**config.mk**
```make
export PLATFORM = sky130hd
export DESIGN_NAME = asgn_expr_seq_flat
export DESIGN_NICKNAME = d
export VERILOG_FILES = /design/src/rtl/asgn_expr_seq_if.sv /design/src/rtl/asgn_expr_seq.sv /design/src/flat_wrapper.sv
export SDC_FILE = /design/constraint.sdc
export NUM_CORES = 1
export LEC_CHECK = 0
export ABC_CLOCK_PERIOD_IN_PS = 5250
export CORE_UTILIZATION = 25
export DETAILED_ROUTE_END_ITERATION = 16
export PLACE_DENSITY_LB_ADDON = 0.05
export SYNTH_ARGS = -nofsm -noshare
export SYNTH_HDL_FRONTEND = slang
export SYNTH_SLANG_ARGS = --single-unit
```
**constraint.sdc**
```tcl
create_clock -name clk -period 5.25 [get_ports clk]
set_input_delay 0.525 -clock clk [delete_from_list [all_inputs] [get_ports clk]]
set_output_delay 0.525 -clock clk [all_outputs]
set_load 0.005 [all_outputs]
```
**src/rtl/asgn_expr_seq_if.sv**
```systemverilog
// Command/response bundle for the asgn_expr_seq sequencer.
//
// Purpose:
//   Groups the command channel (opcode, register indices, immediate) and the
//   response channel (expression value, error flag) into one interface so the
//   command source and the sequencer connect with a single port each.
//
// Signals:
//   cmd_valid / cmd_ready   command handshake (master -> slave)
//   cmd_op   [3:0]          opcode
//   cmd_dst  [1:0]          target register index, 0=x 1=y 2=z 3=illegal
//   cmd_src  [1:0]          source register index for COPY
//   cmd_data [WIDTH-1:0]    immediate for LOAD
//   rsp_valid / rsp_ready   response handshake (slave -> master)
//   rsp_value [WIDTH-1:0]   expression value of the completed operation
//   rsp_err                 illegal opcode or register index
//
// Modports:
//   master  command source (bench or CPU-style master)
//   slave   the sequencer
interface asgn_expr_seq_if #(
    parameter int WIDTH = 32
);
    logic             cmd_valid;
    logic             cmd_ready;
    logic [3:0]       cmd_op;
    logic [1:0]       cmd_dst;
    logic [1:0]       cmd_src;
    logic [WIDTH-1:0] cmd_data;
    logic             rsp_valid;
    logic             rsp_ready;
    logic [WIDTH-1:0] rsp_value;
    logic             rsp_err;

    modport master (
        output cmd_valid, cmd_op, cmd_dst, cmd_src, cmd_data, rsp_ready,
        input  cmd_ready, rsp_valid, rsp_value, rsp_err
    );

    modport slave (
        input  cmd_valid, cmd_op, cmd_dst, cmd_src, cmd_data, rsp_ready,
        output cmd_ready, rsp_valid, rsp_value, rsp_err
    );
endinterface

```
**src/rtl/asgn_expr_seq.sv**
```systemverilog
// Command-driven sequencer for a three-register (x, y, z) integer datapath.
//
// Purpose:
//   Accepts one command at a time, executes a single assignment-expression
//   operation on the x/y/z registers (load, pre/post increment/decrement,
//   copy, or the chain z=y+1; y=z+1; x=y+1) and returns the expression value
//   on the response channel. All arithmetic wraps modulo 2**WIDTH.
//
// Ports:
//   clk         rising-edge clock
//   rst         asynchronous active-high reset
//   bus         command/response interface (slave side)
//   ox, oy, oz  current register values, registered and always visible
//
// Flow: IDLE accepts a command and latches its fields, EXEC runs for one
// cycle (three for CHAIN), RESP holds the response until it is consumed.
module asgn_expr_seq #(
    parameter int WIDTH = 32
) (
    input  logic               clk,
    input  logic               rst,
    asgn_expr_seq_if.slave     bus,
    output logic [WIDTH-1:0]   ox,
    output logic [WIDTH-1:0]   oy,
    output logic [WIDTH-1:0]   oz
);

    localparam logic [3:0] OP_LOAD     = 4'd0;
    localparam logic [3:0] OP_POST_INC = 4'd1;
    localparam logic [3:0] OP_POST_DEC = 4'd2;
    localparam logic [3:0] OP_PRE_INC  = 4'd3;
    localparam logic [3:0] OP_PRE_DEC  = 4'd4;
    localparam logic [3:0] OP_COPY     = 4'd5;
    localparam logic [3:0] OP_CHAIN    = 4'd6;

    localparam logic [WIDTH-1:0] ONE = WIDTH'(1);

    typedef enum logic [1:0] {
        IDLE,
        EXEC,
        RESP
    } state_t;

    state_t           state_q, state_d;
    logic [1:0]       step_q, step_d;
    logic [3:0]       op_q, op_d;
    logic [1:0]       dst_q, dst_d;
    logic [1:0]       src_q, src_d;
    logic [WIDTH-1:0] data_q, data_d;
    logic [WIDTH-1:0] x_q, x_d;
    logic [WIDTH-1:0] y_q, y_d;
    logic [WIDTH-1:0] z_q, z_d;
    logic [WIDTH-1:0] rsp_value_q, rsp_value_d;
    logic             rsp_err_q, rsp_err_d;

    logic [WIDTH-1:0] dst_val;
    logic [WIDTH-1:0] src_val;
    logic [WIDTH-1:0] wr_val;
    logic             wr_en;
    logic             legal;

    // State and datapath registers; reset abandons any operation in flight,
    // which also discards partial CHAIN writes.
    always_ff @(posedge clk or posedge rst) begin
        if (rst) begin
            state_q     <= IDLE;
            step_q      <= 2'd0;
            op_q        <= 4'd0;
            dst_q       <= 2'd0;
            src_q       <= 2'd0;
            data_q      <= '0;
            x_q         <= '0;
            y_q         <= '0;
            z_q         <= '0;
            rsp_value_q <= '0;
            rsp_err_q   <= 1'b0;
        end else begin
            state_q     <= state_d;
            step_q      <= step_d;
            op_q        <= op_d;
            dst_q       <= dst_d;
            src_q       <= src_d;
            data_q      <= data_d;
            x_q         <= x_d;
            y_q         <= y_d;
            z_q         <= z_d;
            rsp_value_q <= rsp_value_d;
            rsp_err_q   <= rsp_err_d;
        end
    end

    // Next-state and datapath logic for the IDLE/EXEC/RESP sequencer.
    always_comb begin
        state_d     = state_q;
        step_d      = step_q;
        op_d        = op_q;
        dst_d       = dst_q;
        src_d       = src_q;
        data_d      = data_q;
        x_d         = x_q;
        y_d         = y_q;
        z_d         = z_q;
        rsp_value_d = rsp_value_q;
        rsp_err_d   = rsp_err_q;
        wr_en       = 1'b0;
        wr_val      = '0;

        case (dst_q)
            2'd0:    dst_val = x_q;
            2'd1:    dst_val = y_q;
            2'd2:    dst_val = z_q;
            default: dst_val = '0;
        endcase

        case (src_q)
            2'd0:    src_val = x_q;
            2'd1:    src_val = y_q;
            2'd2:    src_val = z_q;
            default: src_val = '0;
        endcase

        // CHAIN ignores dst/src; every other legal op needs a real dst, and
        // COPY additionally needs a real src.
        legal = (op_q == OP_CHAIN) ||
                ((op_q < OP_CHAIN) && (dst_q != 2'd3) &&
                 ((op_q != OP_COPY) || (src_q != 2'd3)));

        case (state_q)
            IDLE: begin
                if (bus.cmd_valid) begin
                    op_d    = bus.cmd_op;
                    dst_d   = bus.cmd_dst;
                    src_d   = bus.cmd_src;
                    data_d  = bus.cmd_data;
                    step_d  = 2'd0;
                    state_d = EXEC;
                end
            end

            EXEC: begin
                if (!legal) begin
                    rsp_value_d = '0;
                    rsp_err_d   = 1'b1;
                    state_d     = RESP;
                end else if (op_q == OP_CHAIN) begin
                    // One register per cycle so each step sees the value the
                    // previous step wrote.
                    case (step_q)
                        2'd0: begin
                            z_d    = y_q + ONE;
                            step_d = 2'd1;
                        end
                        2'd1: begin
                            y_d    = z_q + ONE;
                            step_d = 2'd2;
                        end
                        default: begin
                            x_d         = y_q + ONE;
                            rsp_value_d = y_q + ONE;
                            rsp_err_d   = 1'b0;
                            state_d     = RESP;
                        end
                    endcase
                end else begin
                    rsp_err_d = 1'b0;
                    state_d   = RESP;
                    wr_en     = 1'b1;
                    case (op_q)
                        OP_LOAD: begin
                            wr_val      = data_q;
                            rsp_value_d = data_q;
                        end
                        OP_POST_INC: begin
                            wr_val      = dst_val + ONE;
                            rsp_value_d = dst_val;
                        end
                        OP_POST_DEC: begin
                            wr_val      = dst_val - ONE;
                            rsp_value_d = dst_val;
                        end
                        OP_PRE_INC: begin
                            wr_val      = dst_val + ONE;
                            rsp_value_d = dst_val + ONE;
                        end
                        OP_PRE_DEC: begin
                            wr_val      = dst_val - ONE;
                            rsp_value_d = dst_val - ONE;
                        end
                        OP_COPY: begin
                            wr_val      = src_val;
                            rsp_value_d = src_val;
                        end
                        default: begin
                            wr_en       = 1'b0;
                            rsp_value_d = '0;
                        end
                    endcase
                    if (wr_en) begin
                        case (dst_q)
                            2'd0:    x_d = wr_val;
                            2'd1:    y_d = wr_val;
                            default: z_d = wr_val;
                        endcase
                    end
                end
            end

            RESP: begin
                if (bus.rsp_ready) begin
                    state_d = IDLE;
                end
            end

            default: begin
                state_d = IDLE;
            end
        endcase
    end

    // cmd_ready is gated by rst so nothing is offered while reset is held.
    assign bus.cmd_ready = (state_q == IDLE) && !rst;
    assign bus.rsp_valid = (state_q == RESP);
    assign bus.rsp_value = rsp_value_q;
    assign bus.rsp_err   = rsp_err_q;
    assign ox            = x_q;
    assign oy            = y_q;
    assign oz            = z_q;

endmodule

```
**src/flat_wrapper.sv**
```systemverilog
// flat-port wrapper written by rule: the top's interface ports become plain ports
module asgn_expr_seq_flat 
#(
    parameter int WIDTH = 32
)
  (clk, rst, ox, oy, oz, bus_cmd_valid, bus_cmd_op, bus_cmd_dst, bus_cmd_src, bus_cmd_data, bus_rsp_ready, bus_cmd_ready, bus_rsp_valid, bus_rsp_value, bus_rsp_err);
  asgn_expr_seq_if #(.WIDTH(WIDTH)) bus_i ();
  input  logic clk;
  input  logic rst;
  output logic [WIDTH-1:0] ox;
  output logic [WIDTH-1:0] oy;
  output logic [WIDTH-1:0] oz;
  input wire logic [$bits(bus_i.cmd_valid)-1:0] bus_cmd_valid;
  input wire logic [$bits(bus_i.cmd_op)-1:0] bus_cmd_op;
  input wire logic [$bits(bus_i.cmd_dst)-1:0] bus_cmd_dst;
  input wire logic [$bits(bus_i.cmd_src)-1:0] bus_cmd_src;
  input wire logic [$bits(bus_i.cmd_data)-1:0] bus_cmd_data;
  input wire logic [$bits(bus_i.rsp_ready)-1:0] bus_rsp_ready;
  output wire logic [$bits(bus_i.cmd_ready)-1:0] bus_cmd_ready;
  output wire logic [$bits(bus_i.rsp_valid)-1:0] bus_rsp_valid;
  output wire logic [$bits(bus_i.rsp_value)-1:0] bus_rsp_value;
  output wire logic [$bits(bus_i.rsp_err)-1:0] bus_rsp_err;
  assign bus_i.cmd_valid = bus_cmd_valid;
  assign bus_i.cmd_op = bus_cmd_op;
  assign bus_i.cmd_dst = bus_cmd_dst;
  assign bus_i.cmd_src = bus_cmd_src;
  assign bus_i.cmd_data = bus_cmd_data;
  assign bus_i.rsp_ready = bus_rsp_ready;
  assign bus_cmd_ready = bus_i.cmd_ready;
  assign bus_rsp_valid = bus_i.rsp_valid;
  assign bus_rsp_value = bus_i.rsp_value;
  assign bus_rsp_err = bus_i.rsp_err;
  asgn_expr_seq #(.WIDTH(WIDTH)) u_core (.clk(clk), .rst(rst), .bus(bus_i), .ox(ox), .oy(oy), .oz(oz));
endmodule
```
======== Yosys cells after proc, flatten, opt, wreduce, memory -nomap -nowiden ========
Cells that the tools add are included.
storage, ports and cells
  flip-flop bits (word level) ............. 173
  bits in latches ......................... 0
  bits in writable memories ............... 0
  bits in read-only memories .............. 0
  input bits .............................. 44
  output and inout port bits .............. 131
  logic and storage cells ................. 107
  memories kept ........................... 0
cells by class
  add/sub/neg operators ................... 4
  multiply operators ...................... 0
  div/mod/pow operators ................... 0
  $lt $le $gt $ge ......................... 1
  equality and inequality tests ........... 27
  shift operators ......................... 0
  muxes and demuxes ....................... 36
  bitwise logic cells ..................... 0
  reductions and logical operators ........ 28
operator list
  cell                                                    count
  2-to-1 mux 32 bit                                       14
  case mux 32 bit (3 select lines)                        2
  case mux 32 bit (5 select lines)                        1
  case mux 32 bit (4 select lines)                        1
  adder 32 x 1 -> 32 bit (second input constant)          3
  subtractor 32 x 1 -> 32 bit (second input constant)     1
  AND reduction 5 bit                                     4
  2-to-1 mux 2 bit                                        8
  inequality test 2 bit (second input constant)           7
  == test 4 x 3 -> 1 bit (second input constant)          3
  OR reduction 2 bit                                      5
  == test 2 x 1 -> 1 bit (second input constant)          4
  == test 4 x 2 -> 1 bit (second input constant)          2
  logical NOT 2 bit                                       4
  case mux 2 bit (2 select lines)                         2
  nonzero test 2 bit                                      4
  2-to-1 mux 1 bit                                        7
  == test 2 bit (second input constant)                   3
  inequality test 2 x 1 -> 1 bit (second input constant)  3
  inequality test 3 bit (second input constant)           2
  case mux 2 bit (3 select lines)                         1
  OR reduction 6 bit                                      1
  == test 4 x 1 -> 1 bit (second input constant)          1
  logical NOT 4 bit                                       1
  other kinds (8)                                         12

======== Logic depth before layout (Yosys ltp) ========
  word-level depth ........................ 8
  mapped depth ............................ 15
  gate-level depth less buffers ........... 12

======== Worst setup path after synthesis ========
Ideal clock, no wire load.
  path type ............................... register -> register
  start ................................... register u_core.dst_q[1]
  end ..................................... register u_core.y_q[28], in the netlist u_core.oy[28]
  setup time .............................. 0.149 ns
  data arrival time ....................... 2.919 ns
  required time ........................... 5.101 ns
  path slack .............................. 2.182 ns
  stages on the path, launching flop included .. 16
  path buffers ............................ 4
  clock period less this slack ............ 3.068 ns
  path through ............................ dfrtp_1 buf_6 buf_8 buf_4 o22a_1 inv_2 ha_1 inv_1 a211oi_1 and4_1 buf_2 nand3_1 nor4b_1 xnor2_1 a22oi_1 a41oi_1
between the ends
  cells in the longest elaborated chain, start to end .. 7
  elaborated cells between the ends (all ways) .. 16
  those cells by class .................... 2 x add/sub; 3 x eq/ne; 5 x mux; 6 x reduce/logical
RTL lines
  element                                                                line                  source
  start, declared                                                        asgn_expr_seq.sv:47   logic [1:0] dst_q, dst_d;
  start signal, assigned                                                 asgn_expr_seq.sv:81   dst_q <= dst_d;
  == test 2 bit, or another cell as far along                            asgn_expr_seq.sv:108  case (dst_q)
  case mux 32 bit (3 select lines)                                       asgn_expr_seq.sv:108
  subtractor 32 x 1 -> 32 bit or adder 32 x 1 -> 32 bit (tied branches)  --
  case mux 32 bit (4 select lines)                                       asgn_expr_seq.sv:168  case (op_q)
  2-to-1 mux 32 bit                                                      asgn_expr_seq.sv:199  case (dst_q)
  2-to-1 mux 32 bit                                                      asgn_expr_seq.sv:198  if (wr_en) begin
  2-to-1 mux 32 bit                                                      asgn_expr_seq.sv:145  end else if (op_q == OP_CHAIN) begin
  end signal, assigned                                                   asgn_expr_seq.sv:85   y_q <= y_d;
  end, declared                                                          asgn_expr_seq.sv:51   logic [WIDTH-1:0] y_q, y_d;
Parallel ways exist; a longest one is shown, timed or not. The select of a mux whose other input is x is not followed.
A chain may end at the register's enable or synchronous reset.

======== Worst setup path in the final report ========
  start ................................... register u_core.dst_q[1]
  end ..................................... register u_core.x_q[17], in the netlist u_core.ox[17]
between the ends
  cells in the longest elaborated chain, start to end .. 7
  elaborated cells between the ends (all ways) .. 16
  those cells by class .................... 2 x add/sub; 3 x eq/ne; 5 x mux; 6 x reduce/logical
RTL lines
  element                                                                line                  source
  == test 2 bit, or another cell as far along                            asgn_expr_seq.sv:108
  case mux 32 bit (3 select lines)                                       asgn_expr_seq.sv:108
  subtractor 32 x 1 -> 32 bit or adder 32 x 1 -> 32 bit (tied branches)  --
  case mux 32 bit (4 select lines)                                       asgn_expr_seq.sv:168
  2-to-1 mux 32 bit                                                      asgn_expr_seq.sv:199
  2-to-1 mux 32 bit                                                      asgn_expr_seq.sv:198
  2-to-1 mux 32 bit                                                      asgn_expr_seq.sv:145
  end signal, assigned                                                   asgn_expr_seq.sv:72   x_q <= '0;
  end signal, assigned                                                   asgn_expr_seq.sv:84   x_q <= x_d;
  end, declared                                                          asgn_expr_seq.sv:50   logic [WIDTH-1:0] x_q, x_d;
Parallel ways exist; a longest one is shown, timed or not. The select of a mux whose other input is x is not followed.

==> results.cfg <==
[clock_tree]
ctsHoldBuffers = 0
cts_tree = built
clock_latency_ns = 0.49
clk_root_buffer_cell = clkbuf_16
clockBufferDepth = 2
post-cts-setup-buffers = 0
cts_resized = 0
cts.sinks = 173
numCtsBuffers = 17
path_clk_slew_ns = 0.07
h-tree-depth = 4

[job]
cap_violations = 0

[floorplan]
die_area_um2 = 51110
num_rows = 81
die_h_um = 226.1
start_util_pct = 25.48
io_pins = 175
core_um2 = 49250
fp.dieW_um = 226.1

[place]
dp_hpwl_um = 41460
placed_cells_incl_taps = 2228
portBuffers = 174
gp_congestion = 0.8560

[drt]
drtPass1Iterations = 6
drc_errors = 0
drt_wl_total_um = 57140
num_vias = 12110
drtIter0Drc = 987
routedWlPerCell_um = 25.28
vias_per_cell = 5.359
ant_nets = 0

[setup_path]
required_ns = 5.59
r2r-start = u_core.dst_q[1]
worstSetupPathType = reg2reg
cp-endpoint = u_core.ox[17]
end_kind = flip-flop
r2r_slack_ns = 1.11
worstSetupStartpoint = u_core.dst_q[1]
cp-start-kind = flip-flop
rr_worst_depth = 8
r2r-end = u_core.ox[17]
cp_max_fo = 32
arrival_ns = 4.47

[yosys]
syn_area_per_cell_um2 = 8.498
yosys.area.top_type = dfrtp_1
synth_seq_cells = 173
synth_most_common_cell = dfrtp_1
synth_common_cells = 173 x dfrtp_1, 157 x nor2_1, 146 x nand2_1
synth_mux_area_share_pct = 9.848
synth_fa_ha_area_share_pct = 0.3987
syn_area_um2 = 12550
synth_top_cell_area_share_pct = 34.49
synth_xor_area_share_pct = 7.815
syn_inst = 1477
synth.area.top_cells = dfrtp_1 34%, mux2i_1 5.3%, xnor2_1 5.0%
synth_compound_area_share_pct = 23.05
async_flop_share_pct = 100.0
synth_edf_count = 0
synthSimpleGateAreaFrac_pct = 19.62
syn-num-nets = 1525
ys.flop_type = dfrtp_1
synth_top_family_by_area = compound AO/OA/AOI/OAI gates
yosysUniqueCellTypes = 77
yosysWarningCount = 0
yosysSeqAreaShare_pct = 34.49

[sta]
hold_viol_final = 0
rsz0062_at_grt = false
slew_headroom_pct = 21.37
slew_viol_final = 0
fin_tns_setup_ns = 0
setup_viol = 0
worst_pin_slew_ns = 1.170
min_period_over_period_pct = 78.78
timing.hold.ws_ns = 0.4842
fin_skew_ns = 0.009337
fmax_mhz = 241.8
fin_crit_ns = 4.136

[global_routing]
groute.usage.overall_pct = 22.83
grt_pass1_wl_um = 84120
grt_pass1_vias = 11770
antenna_found_initial = 1
grt_max_degree = 100
grt_overflow_total = 0

[min_path]
holdPathStages = 2
hp-class = reg2reg

[layout]
nNetsFinal = 1631
fin_cells = 2260
area_delta_synth_final_pct = 23.60
num_antenna_cells = 0
drive_gt1_share_pct = 10.40
fin_util_pct = 31.50

[power_and_ir_drop]
peakVddDrop_uv = 277.1
leakagePower_nw = 5.668
p_per_area_nw_per_um2 = 725.2

[run_status]
outcome = finished, final reports clean
[cells in the final DEF (no fill, tap or decap), drive strengths merged, types with 11 or more instances in the layout]
master and instances:
a211oi 13, a21oi 102, a221oi 15, a22o 20, a22oi 37, a31oi 29
and3 11, buf 34, clkbuf 19, clkdlybuf4s50 174, dfrtp 173, inv 19
mux2 49, mux2i 68, nand2 146, nand3 39, nand4 20, nor2 157
nor3 35, nor4 30, o21ai 65, o221ai 12, o22a 21, o22ai 57
or3 13, xnor2 72, xor2 40
[per-layer routing]
| metal | vias up | global-route usage [%] | wire (um) |
|---|---|---|---|
| met1 | 6003 | 34.56 | 29230 |
| met5 | - | 0 | 0 |
| met2 | 380 | 32.54 | 23850 |
| li1 | 5693 | - | - |
| met4 | 0 | 5.318 | 738 |
| met3 | 36 | 4.723 | 3319 |
[layout make-up]
cell class / count / area (um^2)
inverters: 18 / 75.07
clock buffers: 19 / 442.9
fillers: 5277 / 33740
clock inverters: 13 / 141.4
flip-flops and latches: 173 / 4339
multi-input cells: 1165 / 7689
well taps: 664 / 830.8
repair buffers: 208 / 1997
[logic make-up after synthesis]
kind of cell    Yosys count
compound gates          427
simple gates            505
fa+ha+maj                 4
xor+xnor                112
buf+inv                 139
mux                     117
flops                   173
[critical path: stages, from the launching register on]
cell and delay, ns:
dfrtp_4 0.81, mux2i_1 0.18, o22ai_1 0.78, nand3_1 0.33
or4b_4 0.77, nor2_1 0.27, xnor2_1 0.18, a221oi_1 0.51
a21oi_1 0.13
[metrics by stage]
stage	cell area (um^2)	setup slack [ns]	power (mW)
2_1_floorplan	12550	0.03650	6.957
3_3_place_gp	14930	1.257	9.873
3_5_place_dp	14930	1.188	9.896
4_1_cts	15510	1.155	11.29
5_1_grt	15510	0.8643	12.06
6_report	15510	1.114	11.25
[state kept, by name, summed over array words and instances (netlist names), 4 cells and up]
signal	cells
u_core.bus.rsp_value	32
u_core.data_q	32
u_core.ox	32
u_core.oy	32
u_core.oz	32
u_core.op_q	4
[power breakdown]
part	total (mW)	switching, mW	leakage [nW]	internal, mW
Sequential	3.22	1.24	2.14	1.98
Combinational	6.71	3.84	3.24	2.86
Clock	1.32	0.612	0.279	0.713
Total	11.3	5.70	5.67	5.55
[worst min-delay path by stage]
stage                                  startpoint                       to
after global placement    u_core.bus.rsp_value[3]  u_core.bus.rsp_value[3]
final                          u_core.bus.rsp_err       u_core.bus.rsp_err
after floorplan                u_core.bus.rsp_err       u_core.bus.rsp_err
after CTS                 u_core.bus.rsp_value[1]  u_core.bus.rsp_value[1]
after detailed placement  u_core.bus.rsp_value[1]  u_core.bus.rsp_value[1]
after global routing           u_core.bus.rsp_err       u_core.bus.rsp_err
Note: power is estimated with default switching activity, not from simulation.
